[config.mk]
export PLATFORM = sky130hd
export DESIGN_NAME = sqrt_floor_seq
export DESIGN_NICKNAME = d
export VERILOG_FILES = /design/src/rtl/sqrt_floor_seq.sv
export SDC_FILE = /design/constraint.sdc
export NUM_CORES = 1
export LEC_CHECK = 0
export BUFFER_PORTS_ARGS = -buffer_cell sky130_fd_sc_hd__buf_2
export CAP_MARGIN = 40
export CORE_UTILIZATION = 53
export DETAILED_ROUTE_END_ITERATION = 6
export GPL_TIMING_DRIVEN = 0
export PLACE_DENSITY = 0.8
export SYNTH_ARGS = -nofsm -noshare
export SYNTH_HDL_FRONTEND = slang
export SYNTH_HIERARCHICAL = 1
export SYNTH_SLANG_ARGS = --single-unit
[constraint.sdc]
create_clock -name clk -period 5.4 [get_ports clk]
set_input_delay 0 -clock clk [delete_from_list [all_inputs] [get_ports clk]]
set_output_delay 0 -clock clk [all_outputs]
set_load 0.005 [all_outputs]
[src/rtl/sqrt_floor_seq.sv]
// Bit-serial floor(sqrt(n)) controller around the shared 5-bit combinational squarer.
// Optional SQRT_REM_EN adds the out_rem port (n - root^2) and a square-tracking register.

module squarer_5 (
    input  logic [4:0] a,
    output logic [9:0] sq
);
    assign sq = {5'd0, a} * {5'd0, a};
endmodule

module sqrt_floor_seq #(
    parameter int ROOT_W = 5
) (
    input  logic                  clk,
    input  logic                  rst_n,
    input  logic                  in_valid,
    output logic                  in_ready,
    input  logic [2*ROOT_W-1:0]   in_n,
    output logic                  out_valid,
    input  logic                  out_ready,
    output logic [ROOT_W-1:0]     out_root
`ifdef SQRT_REM_EN
    ,
    output logic [ROOT_W:0]       out_rem
`endif
);

    localparam int N_W = 2 * ROOT_W;
    localparam int K_W = $clog2(ROOT_W);

    if (ROOT_W != 5) begin : g_width_check
        $error("sqrt_floor_seq: ROOT_W must be 5 to match squarer_5");
    end

    typedef enum logic [1:0] {
        IDLE,
        CALC,
        DONE
    } state_e;

    state_e              state_q, state_d;
    logic [K_W-1:0]      k_q, k_d;
    logic [ROOT_W-1:0]   acc_q, acc_d;
    logic [N_W-1:0]      n_q, n_d;
    logic                in_ready_q, in_ready_d;
    logic                out_valid_q, out_valid_d;
    logic [ROOT_W-1:0]   out_root_q, out_root_d;
`ifdef SQRT_REM_EN
    logic [N_W-1:0]      sq_acc_q, sq_acc_d;
    logic [ROOT_W:0]     out_rem_q, out_rem_d;
`endif

    logic [ROOT_W-1:0]   trial;
    logic [ROOT_W-1:0]   sq_in;
    logic [N_W-1:0]      sq;
    logic                keep;

    assign trial = acc_q | (ROOT_W'(1) << k_q);
    // Gate the squarer input so the datapath stays quiet outside CALC.
    assign sq_in = (state_q == CALC) ? trial : '0;
    assign keep  = (sq <= n_q);

    squarer_5 u_squarer (
        .a  (sq_in),
        .sq (sq)
    );

    always_comb begin
        // NOTE: every _d gets its hold value first, so no path through the case can infer a latch.
        state_d     = state_q;
        k_d         = k_q;
        acc_d       = acc_q;
        n_d         = n_q;
        in_ready_d  = in_ready_q;
        out_valid_d = out_valid_q;
        out_root_d  = out_root_q;
`ifdef SQRT_REM_EN
        sq_acc_d    = sq_acc_q;
        out_rem_d   = out_rem_q;
`endif
        case (state_q)
            IDLE: begin
                if (in_valid) begin
                    n_d        = in_n;
                    acc_d      = '0;
                    k_d        = K_W'(ROOT_W - 1);
                    in_ready_d = 1'b0;
                    state_d    = CALC;
`ifdef SQRT_REM_EN
                    sq_acc_d   = '0;
`endif
                end
            end
            CALC: begin
                if (keep) begin
                    acc_d = trial;
`ifdef SQRT_REM_EN
                    sq_acc_d = sq;
`endif
                end
                if (k_q == '0) begin
                    state_d     = DONE;
                    out_valid_d = 1'b1;
                    out_root_d  = keep ? trial : acc_q;
`ifdef SQRT_REM_EN
                    out_rem_d   = (ROOT_W + 1)'(n_q - (keep ? sq : sq_acc_q));
`endif
                end else begin
                    k_d = K_W'(k_q - 1'b1);
                end
            end
            DONE: begin
                if (out_ready) begin
                    out_valid_d = 1'b0;
                    in_ready_d  = 1'b1;
                    state_d     = IDLE;
                end
            end
            default: begin
                state_d     = IDLE;
                in_ready_d  = 1'b1;
                out_valid_d = 1'b0;
            end
        endcase
    end

    // NOTE: state registers use non-blocking assignments so all flops update together on the edge.
    always_ff @(posedge clk or negedge rst_n) begin
        if (!rst_n) begin
            state_q     <= IDLE;
            k_q         <= K_W'(ROOT_W - 1);
            acc_q       <= '0;
            n_q         <= '0;
            in_ready_q  <= 1'b1;
            out_valid_q <= 1'b0;
            out_root_q  <= '0;
`ifdef SQRT_REM_EN
            sq_acc_q    <= '0;
            out_rem_q   <= '0;
`endif
        end else begin
            state_q     <= state_d;
            k_q         <= k_d;
            acc_q       <= acc_d;
            n_q         <= n_d;
            in_ready_q  <= in_ready_d;
            out_valid_q <= out_valid_d;
            out_root_q  <= out_root_d;
`ifdef SQRT_REM_EN
            sq_acc_q    <= sq_acc_d;
            out_rem_q   <= out_rem_d;
`endif
        end
    end

    assign in_ready  = in_ready_q;
    assign out_valid = out_valid_q;
    assign out_root  = out_root_q;
`ifdef SQRT_REM_EN
    assign out_rem   = out_rem_q;
`endif

endmodule

==> results.ini <==
[status]
status=complete, no violations

[critical_path]
crit_arrival_ns=5.48
crit_buf_inv=4
cp-endpoint=out_root[1]
critPathLaunch=k_q[1]
max_stage_delay_ns=0.53
critPathMaxFanout=10
worst_setup_path_end_kind=flop
crit_type=reg -> reg
worst_setup_path_start_kind=flop
ff2ff_path_depth=22
r2r-end=out_root[1]
cp.depth=22
r2r_start=k_q[1]
required_ns=5.58
crit_family=adder cells
r2r_slack_ns=0.1
crit_slowest_cell=fa_1
crit_path_cell_trace=inv_1, ha_2, nor2b_4, buf_6, nor2_1, nor2_4, nand2_1, fa_1, inv_1, fa_1, ha_1, a31o_2, ha_1, inv_1, a21o_1, o31ai_2, xnor2_1, ha_1, and2_1, a211oi_4, o221ai_2, a31oi_1

[drt]
wl_per_cell_um=14.8
drc=0
ant_nets=0
wl_mm=4.75
vias_per_cell=5.52
vias=1771
drt_iter0_drc=58
first_pass_iters=4

[global_route]
grt_start_max_net_pins=28
grt.total_usage_pct=24.0
grt_pass1_wl_mm=7.78
grt_pass1_vias=1797
antenna_found_initial=0
overflow=0

[yosys]
yosys.cell_types.count=45
synth_top_cell_by_area=dfrtp_1
synth_edf_count=0
ys_seq_area_share_pct=33.0
syn_inst=229
synthFlopType=dfrtp_1
synth_xor_area_share_pct=2.13
syn_avg_cell_area_um2=8.98
synth_compound_area_share_pct=21.0
synthArstFlopShare_pct=100
synth_fa_ha_area_share_pct=18.1
synthMuxAreaShare_pct=0.548
synth_simple_gate_area_share_pct=17.5
syn-num-nets=271
synth_top_family_by_area=compound AO/OA/AOI/OAI gates
synth-seq-cells=27
yosys_warnings=6
synth_area_leaders=dfrtp_1 (30%), ha_1 (15%), inv_1 (4.7%)
synth_top_area_share_pct=30.4
syn_area_um2=2060

[power_and_ir_drop]
vdd_ir_drop_max_uv=349
power.density_nw_per_um2=611
p_leak_nw=1.25

[cts]
ctsLongestPathBuffers=2
cts_tree=built
cts_buffers=3
clock_sinks=27
htreeDepth=1
insertion_delay_ns=0.28
clk_pin_slew_ns=0.08
cts_root_buffer=clkbuf_8

[sta]
relSlewSlack_pct=58.3
finalSetupViolCount=0
layout_min_cycle_time_ns=5.30
worst_slew_pin_slew_ns=0.625
max_freq_mhz=189
finClkSkew_ns=0.0102
hold_violations=0
min_period_over_period_pct=98.2
slew_viol_final=0
worst_slack_ns=0.0999

[floorplanning]
num_rows=22
die-area_um2=4130
pin_count=21
core-area_um2=3690
die_w_um=64.3
start_util_pct=55.7
die-height_um=64.3

[min_path]
min_path_type=in -> reg

[final_layout]
area_delta_synth_final_pct=21.9
final_cell_mix=inv_1 (25), nand2_1 (25), ha_1 (24), dfrtp_1 (24), buf_2 (22)
layout-drive-gt1-share_pct=21.2
diodes=0
nets=316
stdcell_count=321

[placed_design]
dp_cells=297
gp_congestion=0.815
pre_cts_slack_ns=-0.238
portBuffers=20
dp_hpwl_mm=3.06

[flow_run]
cap_violations=0

==> area by class of cell <==
| type | instances | area (um^2) |
|---|---|---|
| fill | 292 | 1180 |
| buffer | 8 | 62.6 |
| sequential | 27 | 679 |
| multi-input combinational | 169 | 1290 |
| clock buffer | 4 | 45.0 |
| timing repair buffer | 39 | 273 |
| tap | 48 | 60.1 |
| inverter | 26 | 97.6 |
==> report_power, final <==
| group | switching, mW | internal, mW |
|---|---|---|
| clock | 0.0625 | 0.0529 |
| combinational | 0.612 | 0.442 |
| sequential | 0.0599 | 0.302 |
| total | 0.734 | 0.797 |
==> routing by layer <==
| metal | global-route usage [%] | part of all wire (%) | up-vias |
|---|---|---|---|
| met5 | 0 | 0 | - |
| met4 | 6.11 | 0.88 | 0 |
| met3 | 4.64 | 4.7 | 6 |
| met2 | 44.6 | 52 | 43 |
| met1 | 27.8 | 43 | 842 |
| li1 | - | - | 880 |
==> worst min path at each step <==
stage	from	end	slack [ns]	depth (start not counted)
after global placement	rst_n	n_q[2]	0.04	1
after CTS	in_valid	k_q[1]	0.11	3
after detailed placement	rst_n	n_q[2]	0.05	1
final	in_valid	k_q[1]	0.12	3
after floorplan	rst_n	acc_q[0]	-0.30	0
after global routing	in_valid	k_q[1]	0.14	3
==> kinds of logic after synthesis <==
kind of cell | count (synthesis)
xor+xnor | 5
compound gates | 65
mux | 1
flops | 27
buf+inv | 34
simple gates | 68
other cells | 1
fa+ha+maj | 28
==> worst reg2reg max path: cells and delay by family (launching register included) <==
family	cells	cell delay, ns
AO/OA/AOI/OAI	6	1.53
buffers and inverters	4	0.39
XOR/XNOR	1	0.15
flip-flops	1	0.41
AND/OR/NAND/NOR	5	0.70
adder cells (fa/ha/maj)	6	2.04
==> state kept, by name (all words and copies together), names as in the netlist <==
name       flops
out_valid      1
out_root       5
in_ready       1
acc_q          5
k_q            3
state_q        2
n_q           10
==> synthesized netlist by cell type, types with 3 or more instances <==
library cell and count:
inv_1 26, dfrtp_1 25, ha_1 25, nand2_1 25, a21oi_1 16, nor2_1 10, o21ai_1 9, and2_1 8
o21ai_0 8, a31oi_1 6, nand2b_1 6, a21o_1 5, a22oi_1 4, buf_4 4, nor2b_1 4, xnor2_1 4
and4_1 3, buf_2 3, fa_1 3, nor3_1 3
==> per-stage QoR <==
step | cell area (um^2) | power, mW | util, % | hold slack (ns) | setup TNS, ns
final | 2510 | 1.53 | 67.9 | 0.117 | 0
after global routing | 2510 | 1.68 | 67.9 | 0.138 | -0.461
after CTS | 2400 | 1.38 | 65.1 | 0.113 | 0
after detailed placement | 2220 | 1.22 | 60.1 | 0.0468 | -2.00
after global placement | 2220 | 1.18 | 60.1 | 0.0395 | -0.936
after floorplan | 2060 | 1.01 | - | -0.296 | 0
==> timing repair <==
| action | 4_1_cts | 5_1_grt |
|---|---|---|
| setup endpoints to repair | 9 | 9 |
| gates resized for setup | 4 | 11 |
| buffers inserted | 0 | 7 |
| hold buffers | 12 | 0 |
| pin swaps | 0 | 5 |
| hold endpoints to repair | 36 | 0 |
| gates cloned | 0 | 1 |
(Power assumes the default switching activity.)
